==> config.mk <==
export PLATFORM = sky130hd
export DESIGN_NAME = umix_seq_alu
export DESIGN_NICKNAME = d
export VERILOG_FILES = /design/src/rtl/umix_seq_alu.sv
export SDC_FILE = /design/constraint.sdc
export NUM_CORES = 1
export LEC_CHECK = 0
export CAP_MARGIN = 20
export CORE_MARGIN = 2
export CORE_UTILIZATION = 40
export DETAILED_ROUTE_END_ITERATION = 10
export SYNTH_ARGS = -nofsm -noshare
export SYNTH_HDL_FRONTEND = slang
export SYNTH_SLANG_ARGS = --single-unit
==> constraint.sdc <==
create_clock -name clk -period 3.9 [get_ports clk]
set_input_delay 0.975 -clock clk [delete_from_list [all_inputs] [get_ports clk]]
set_output_delay 0.975 -clock clk [all_outputs]
set_load 0.02 [all_outputs]
==> src/rtl/umix_seq_alu.sv <==
// umix_seq_alu: add/nand in one cycle, iterative shift-add multiply and restoring divide with start/done handshake
module umix_seq_alu #(
   parameter int WIDTH = 32
) (
   input  logic             clk,
   input  logic             init,
   input  logic             start,
   input  logic [1:0]       alu_mode,
   input  logic [WIDTH-1:0] alu_x,
   input  logic [WIDTH-1:0] alu_y,
   output logic [WIDTH-1:0] alu_result,
   output logic             busy,
   output logic             done,
   output logic             div_zero
);
   localparam int CW = $clog2(WIDTH);
   typedef enum logic [1:0] {IDLE, ITER, DONE} state_t;
   state_t           state_q, state_d;
   logic [1:0]       mode_q, mode_d;
   logic [WIDTH-1:0] a_q, a_d, b_q, b_d, acc_q, acc_d, res_q, res_d;
   logic [CW-1:0]    cnt_q, cnt_d;
   logic             dz_q, dz_d;
   logic [WIDTH:0]   rem_sh;
   logic [WIDTH-1:0] rem_sub, rem_nxt, mul_acc;
   logic             ge, accept, is_mul;
   always_comb begin
      rem_sh  = {acc_q, a_q[WIDTH-1]};
      ge      = rem_sh >= {1'b0, b_q};
      rem_sub = rem_sh[WIDTH-1:0] - b_q;
      rem_nxt = ge ? rem_sub : rem_sh[WIDTH-1:0];
      mul_acc = acc_q + (b_q[0] ? a_q : '0);
      is_mul  = mode_q == 2'b01;
      accept  = start && state_q != ITER;
      state_d = state_q;
      mode_d  = mode_q;
      a_d     = a_q;
      b_d     = b_q;
      acc_d   = acc_q;
      res_d   = res_q;
      cnt_d   = cnt_q;
      dz_d    = dz_q;
      if (accept) begin
         mode_d = alu_mode;
         dz_d   = 1'b0;
         if (alu_mode == 2'b00 || alu_mode == 2'b11) begin
            res_d   = alu_mode == 2'b00 ? alu_x + alu_y : ~(alu_x & alu_y);
            state_d = DONE;
         end else begin
            a_d     = alu_x;
            b_d     = alu_y;
            acc_d   = '0;
            cnt_d   = CW'(WIDTH - 1);
            state_d = ITER;
         end
      end else if (state_q == ITER) begin
         // div shifts the dividend out of a_q's MSB and the quotient bits into its LSB
         a_d   = is_mul ? a_q << 1 : {a_q[WIDTH-2:0], ge};
         b_d   = is_mul ? b_q >> 1 : b_q;
         acc_d = is_mul ? mul_acc : rem_nxt;
         cnt_d = cnt_q - 1'b1;
         if (cnt_q == '0) begin
            state_d = DONE;
            res_d   = is_mul ? mul_acc : {a_q[WIDTH-2:0], ge};
            dz_d    = mode_q == 2'b10 && b_q == '0;
         end
      end else if (state_q == DONE) begin
         state_d = IDLE;
      end
   end
   always_ff @(posedge clk) begin
      if (init) begin
         state_q <= IDLE;
         mode_q  <= '0;
         a_q     <= '0;
         b_q     <= '0;
         acc_q   <= '0;
         res_q   <= '0;
         cnt_q   <= '0;
         dz_q    <= 1'b0;
      end else begin
         state_q <= state_d;
         mode_q  <= mode_d;
         a_q     <= a_d;
         b_q     <= b_d;
         acc_q   <= acc_d;
         res_q   <= res_d;
         cnt_q   <= cnt_d;
         dz_q    <= dz_d;
      end
   end
   assign alu_result = res_q;
   assign busy       = state_q == ITER;
   assign done       = state_q == DONE;
   assign div_zero   = dz_q;
endmodule

After elaboration in Yosys (flattened, before gate mapping)
Cells that the tools add are included.
Widths: inputs -> output; s select.
- bits of input ports: 69
- register bits after elaboration: 138
- bitwise gates (word level): 2
- multiplexer cells: 28
- $add $sub $neg: 4
- reductions and logical operators: 16
- magnitude comparators: 1
- eq/ne operators: 9
- operators with widths (cell ; number):
    $mux 32 ; 19
    $add 32x32->32 ; 2
    $ge 33x32->1 ; 1
    $and 32x32->32 ; 1
    $logic_not 32->1 ; 1
    $not 32->32 ; 1
    $sub 32x32->32 ; 1
    $mux 5 ; 3
    $mux 2 ; 5
    $eq 2x2->1 const B ; 3
    $reduce_and 2->1 ; 3
    $reduce_and 3->1 ; 2
    $reduce_bool 2->1 ; 3
    $logic_not 5->1 ; 1
    $sub 5x1->5 const B ; 1
    $eq 2x1->1 const B ; 2
    $ne 2x1->1 const B ; 2
    $ne 3x1->1 const B ; 1
    $reduce_bool 3->1 ; 1
    $logic_and 1x1->1 ; 2
    $logic_not 2->1 ; 1
    $ne 2x2->1 const B ; 1
    $reduce_or 2->1 ; 1
    $logic_or 1x1->1 ; 1
    $mux 1 ; 1

Depth between registers and ports, before layout
- word-level depth: 6
- depth in mapped cells: 14
- gate-level depth less buffers: 13

Worst setup path before layout
No wires, ideal clock.
- path type: input port to flip-flop
- start: input port alu_x[0]
- end: register res_q[28], in the netlist alu_result[28]
- data required time: 3809 ps
- stages on the path: 12
- setup slack: 411 ps
- path buffers: 0
- data arrival time: 3398 ps
- setup time: 91 ps
- path through: ha_1 inv_1 fa_1 nand2b_1 a21oi_1 o21ai_0 o41ai_2 a211o_1 a31o_2 mux2i_1 nand2_1 a311oi_1
- longest elaborated chain between the ends: 4
- ends and longest elaborated chain (element ; line ; RTL):
    start, declared ; 9 ; input logic [WIDTH-1:0] alu_x,
    $add 32x32->32 ; 46 ; res_d = alu_mode == 2'b00 ? alu_x + alu_y : ~(alu_x & alu_y);
    $mux 32 ; 46 ;
    $mux 32 ; 45 ; if (alu_mode == 2'b00 || alu_mode == 2'b11) begin
    $mux 32 ; 42 ; if (accept) begin
    end signal, assigned ; 86 ; res_q <= res_d;
    end, declared ; 20 ; logic [WIDTH-1:0] a_q, a_d, b_q, b_d, acc_q, acc_d, res_q, res_d;
Every way passes these cells. The select of a mux whose other input is x is not followed.
A chain may end at the register's enable or synchronous reset.

Worst setup path after layout
Same ends and word-level chain as after synthesis.

==> impl_metrics.json <==
{
  "die-height_um": 177.7,
  "multi_input_area_mm2": 0.008693,
  "timing.setup.critical_path_class": "in -> reg",
  "viasPerCell": 5.885,
  "syn-cell-area_mm2": 0.01206,
  "via_count_of_the_first_global_routing_pass": 11740,
  "row_count": 63,
  "power.static_leakage_nw": 5.919,
  "worstRegToRegCells": 13,
  "power.share.switching": 0.3778,
  "layout.cells.most_common": "sky130_fd_sc_hd__nand2_1",
  "grt_antenna_before_repair": 0,
  "synth_cells": 1680,
  "synth_seq_area_share": 0.2290,
  "power.share.combinational": 0.396,
  "worst_hold_path.num_cells": 2,
  "ys.flop_type": "sky130_fd_sc_hd__dfxtp_1",
  "wl_per_cell_um": 19.66,
  "cts.sinks": 138,
  "number_of_flops_mapped_to_enable_cells_by_yosys": 0,
  "syn_to_final_growth_pct": 20.79,
  "start_kind": "primary input",
  "clock-root-buffer": "sky130_fd_sc_hd__clkbuf_16",
  "synth.distinct_cells": 67,
  "power.clock.fraction": 0.306,
  "timing.slew.headroom": 0.3206,
  "hold_viol_final": 0,
  "synth_top_family_by_area": "compound AO/OA/AOI/OAI gates",
  "reg2reg_to": "acc_q[30]",
  "critical_path_peak_fanout": 3,
  "post-route-period-util": 0.9595,
  "drt_iter0_markers": 1070,
  "detail_route.wirelength_mm": 43.03,
  "drt-pass1-iter-count": 5,
  "die_w_um": 177.7,
  "synthXorXnorAreaFrac": 0.05736,
  "layout_cells_sized_above_1": 0.08004,
  "finalWeightedCongestion": 0.9435,
  "number_of_nets_in_the_finished_design": 1962,
  "syn-num-nets": 1854,
  "finalInstanceArea_mm2": 0.01457,
  "fmax_mhz": 267.2,
  "hold_class": "reg -> reg",
  "dp.final_hpwl_mm": 33.48,
  "drt.antenna.violating_nets": 0,
  "synth_fa_ha_area_frac": 0.1108,
  "p_int_mw": 3.595,
  "cpMaxStageDelayCell": "sky130_fd_sc_hd__clkdlybuf4s50_1",
  "total_power_mw": 5.778,
  "synthSimpleGateAreaFrac": 0.2404,
  "critical_path_required_ns": 4.24,
  "critical_path_arrival_ns": 4.08,
  "power.density_cell_area_mw_per_mm2": 396.6,
  "ios": 104,
  "utilization_after_layout": 0.4916,
  "grt_use_total": 0.2693,
  "regToRegStartpoint": "b_q[20]",
  "outcome": "completed",
  "drv.max_cap_violation_count": 0,
  "ant_diodes": 0,
  "synth_area_per_cell_um2": 7.180,
  "fillers": 2959,
  "maxSlewViolCount": 0,
  "drc_errors": 0,
  "vias": 12880,
  "tritoncts_clock_tree": "done",
  "ys_async_sr_fraction": 0,
  "die_area_mm2": 0.03156,
  "hp-start": "alu_result[10]",
  "final-seq-area_mm2": 0.002764,
  "yosys_register_bits": 138,
  "final-setup-viol-count": 0,
  "clock_tree.htree_level_count": 4,
  "numPortBuffers": 103,
  "holdBufCountCts": 0,
  "clk_transition_reported_paths_ns": 0.06,
  "cpPeakStageDelay_ns": 0.49,
  "cts_max_path_buffers": 2,
  "power.sequential.fraction": 0.298,
  "layout.cells.most_common_list": "270 x sky130_fd_sc_hd__nand2_1, 179 x sky130_fd_sc_hd__nor2_1, 137 x sky130_fd_sc_hd__dfxtp_1, 131 x sky130_fd_sc_hd__a21oi_1",
  "critical_path.cell_chain": "clkdlybuf4s50_1, ha_1, inv_1, fa_1, nand2b_1, a21oi_1, o21ai_2, o41ai_2, buf_4, a211o_1, a31o_2, mux2i_1, nand2_1, a311oi_1",
  "grt_max_degree": 77,
  "final.setup_skew_ns": 0.01064,
  "clock_latency_ns": 0.44,
  "endpoint_kind": "flop",
  "gr-total-overflow": 0,
  "cts_made_buffers": 17,
  "r2r_setup_slack_ns": 0.24,
  "yosysWarnings": 0,
  "post_dp_cell_area_mm2": 0.01394,
  "layout_min_cycle_time_ns": 3.742,
  "synth-compound-area-share": 0.2987,
  "wire_length_of_the_first_global_routing_pass_mm": 66.32,
  "core_region_area_mm2": 0.02964,
  "hold-worst-slack_ns": 0.4530,
  "rsz_0062_raised_after_global_routing": "no",
  "initial_core_util": 0.4070,
  "power_switching_mw": 2.183,
  "timing_worst_slew_pin_value_ns": 1.005,
  "fin_setup_tns_ns": 0,
  "hold-path-endpoint": "alu_result[10]",
  "power.ir.vdd_worst_mv": 0.2541,
  "synth_mux_area_frac": 0.01099
}
==> synth_stat cells (21+ instances only) <==
| master | count | share of area |
|---|---|---|
| sky130_fd_sc_hd__xnor2_1 | 37 | 0.027 |
| sky130_fd_sc_hd__inv_1 | 58 | 0.018 |
| sky130_fd_sc_hd__clkbuf_1 | 87 | 0.027 |
| sky130_fd_sc_hd__o211ai_1 | 21 | 0.013 |
| sky130_fd_sc_hd__nand3_1 | 33 | 0.014 |
| sky130_fd_sc_hd__a311oi_1 | 70 | 0.051 |
| sky130_fd_sc_hd__nand2_1 | 273 | 0.085 |
| sky130_fd_sc_hd__o21ai_0 | 88 | 0.037 |
| sky130_fd_sc_hd__nor2_1 | 179 | 0.056 |
| sky130_fd_sc_hd__and2_1 | 45 | 0.023 |
| sky130_fd_sc_hd__xor2_1 | 42 | 0.030 |
| sky130_fd_sc_hd__a211oi_1 | 40 | 0.025 |
| sky130_fd_sc_hd__dfxtp_1 | 138 | 0.23 |
| sky130_fd_sc_hd__ha_1 | 102 | 0.11 |
| sky130_fd_sc_hd__a21oi_1 | 131 | 0.054 |
| sky130_fd_sc_hd__a21o_1 | 40 | 0.025 |
| sky130_fd_sc_hd__nand4_1 | 22 | 0.011 |
==> metal layers <==
metal	share of wire	vias up	global-route usage	wire length (um)
met2	0.40	479	0.3823	17410
met4	0.023	0	0.07923	986
met1	0.50	6026	0.4105	21350
met5	0	-	0	0
li1	-	6328	-	-
met3	0.076	50	0.04392	3282
==> power groups by stage <==
stage	Clock, mW	Sequential (mW)	Combinational [mW]
after floorplan	0	1.73	1.44
after global routing	1.83	1.74	2.50
after CTS	1.78	1.72	2.26
after detailed placement	0	1.75	2.24
after global placement	0	1.75	2.23
final	1.77	1.72	2.29
==> critical path: cells and delay by family <==
| kind | cells | cell delay [ns] |
|---|---|---|
| compound gates | 6 | 1.37 |
| buf+inv | 3 | 0.73 |
| fa+ha+maj | 2 | 0.58 |
| simple gates | 2 | 0.25 |
| mux | 1 | 0.17 |
==> how the worst max path moves through the flow <==
| stage | end | cells after the start | slack [ns] | from |
|---|---|---|---|---|
| 2_1_floorplan | alu_result[28] | 12 | 0.41 | alu_x[0] |
| 3_3_place_gp | alu_result[28] | 14 | -0.24 | alu_x[0] |
| 3_5_place_dp | alu_result[28] | 14 | -0.34 | alu_x[0] |
| 4_1_cts | alu_result[28] | 14 | 0.07 | alu_x[0] |
| 5_1_grt | alu_result[28] | 14 | 0.02 | alu_x[0] |
| 6_report | alu_result[28] | 14 | 0.16 | alu_x[0] |
==> stage by stage <==
step	worst slack, ns	std cells
floorplan	0.4113	1680
global placement	-0.2423	2159
detailed placement	-0.3392	2159
CTS	0.07357	2189
global route	0.01736	2189
finish	0.1578	2189
==> sequential cells by signal, indices dropped and copies added, names as in the netlist <==
name	cells
alu_result	32
div_zero	1
acc_q	32
a_q	32
cnt_q	5
mode_q	2
state_q	2
b_q	32
==> logic make-up after synthesis <==
logic type | after synthesis
AND/OR/NAND/NOR | 647
AO/OA/AOI/OAI | 532
buffers and inverters | 166
flip-flops | 138
adder cells (fa/ha/maj) | 105
XOR/XNOR | 79
multiplexers | 13
==> area by class of cell <==
cell class | instances | area share
clock buffers | 19 | 0.03109
inverters | 58 | 0.01494
flip-flops and latches | 138 | 0.1897
well taps | 390 | 0.03349
clock inverters | 11 | 0.01168
repair buffers | 197 | 0.1225
multi-input cells | 1376 | 0.5967
==> timing repair <==
action                     CTS  global route
setup endpoints to repair    0             7
resized for setup            0             3
buffers inserted             0             0
Power figures use the tool's default switching activity.
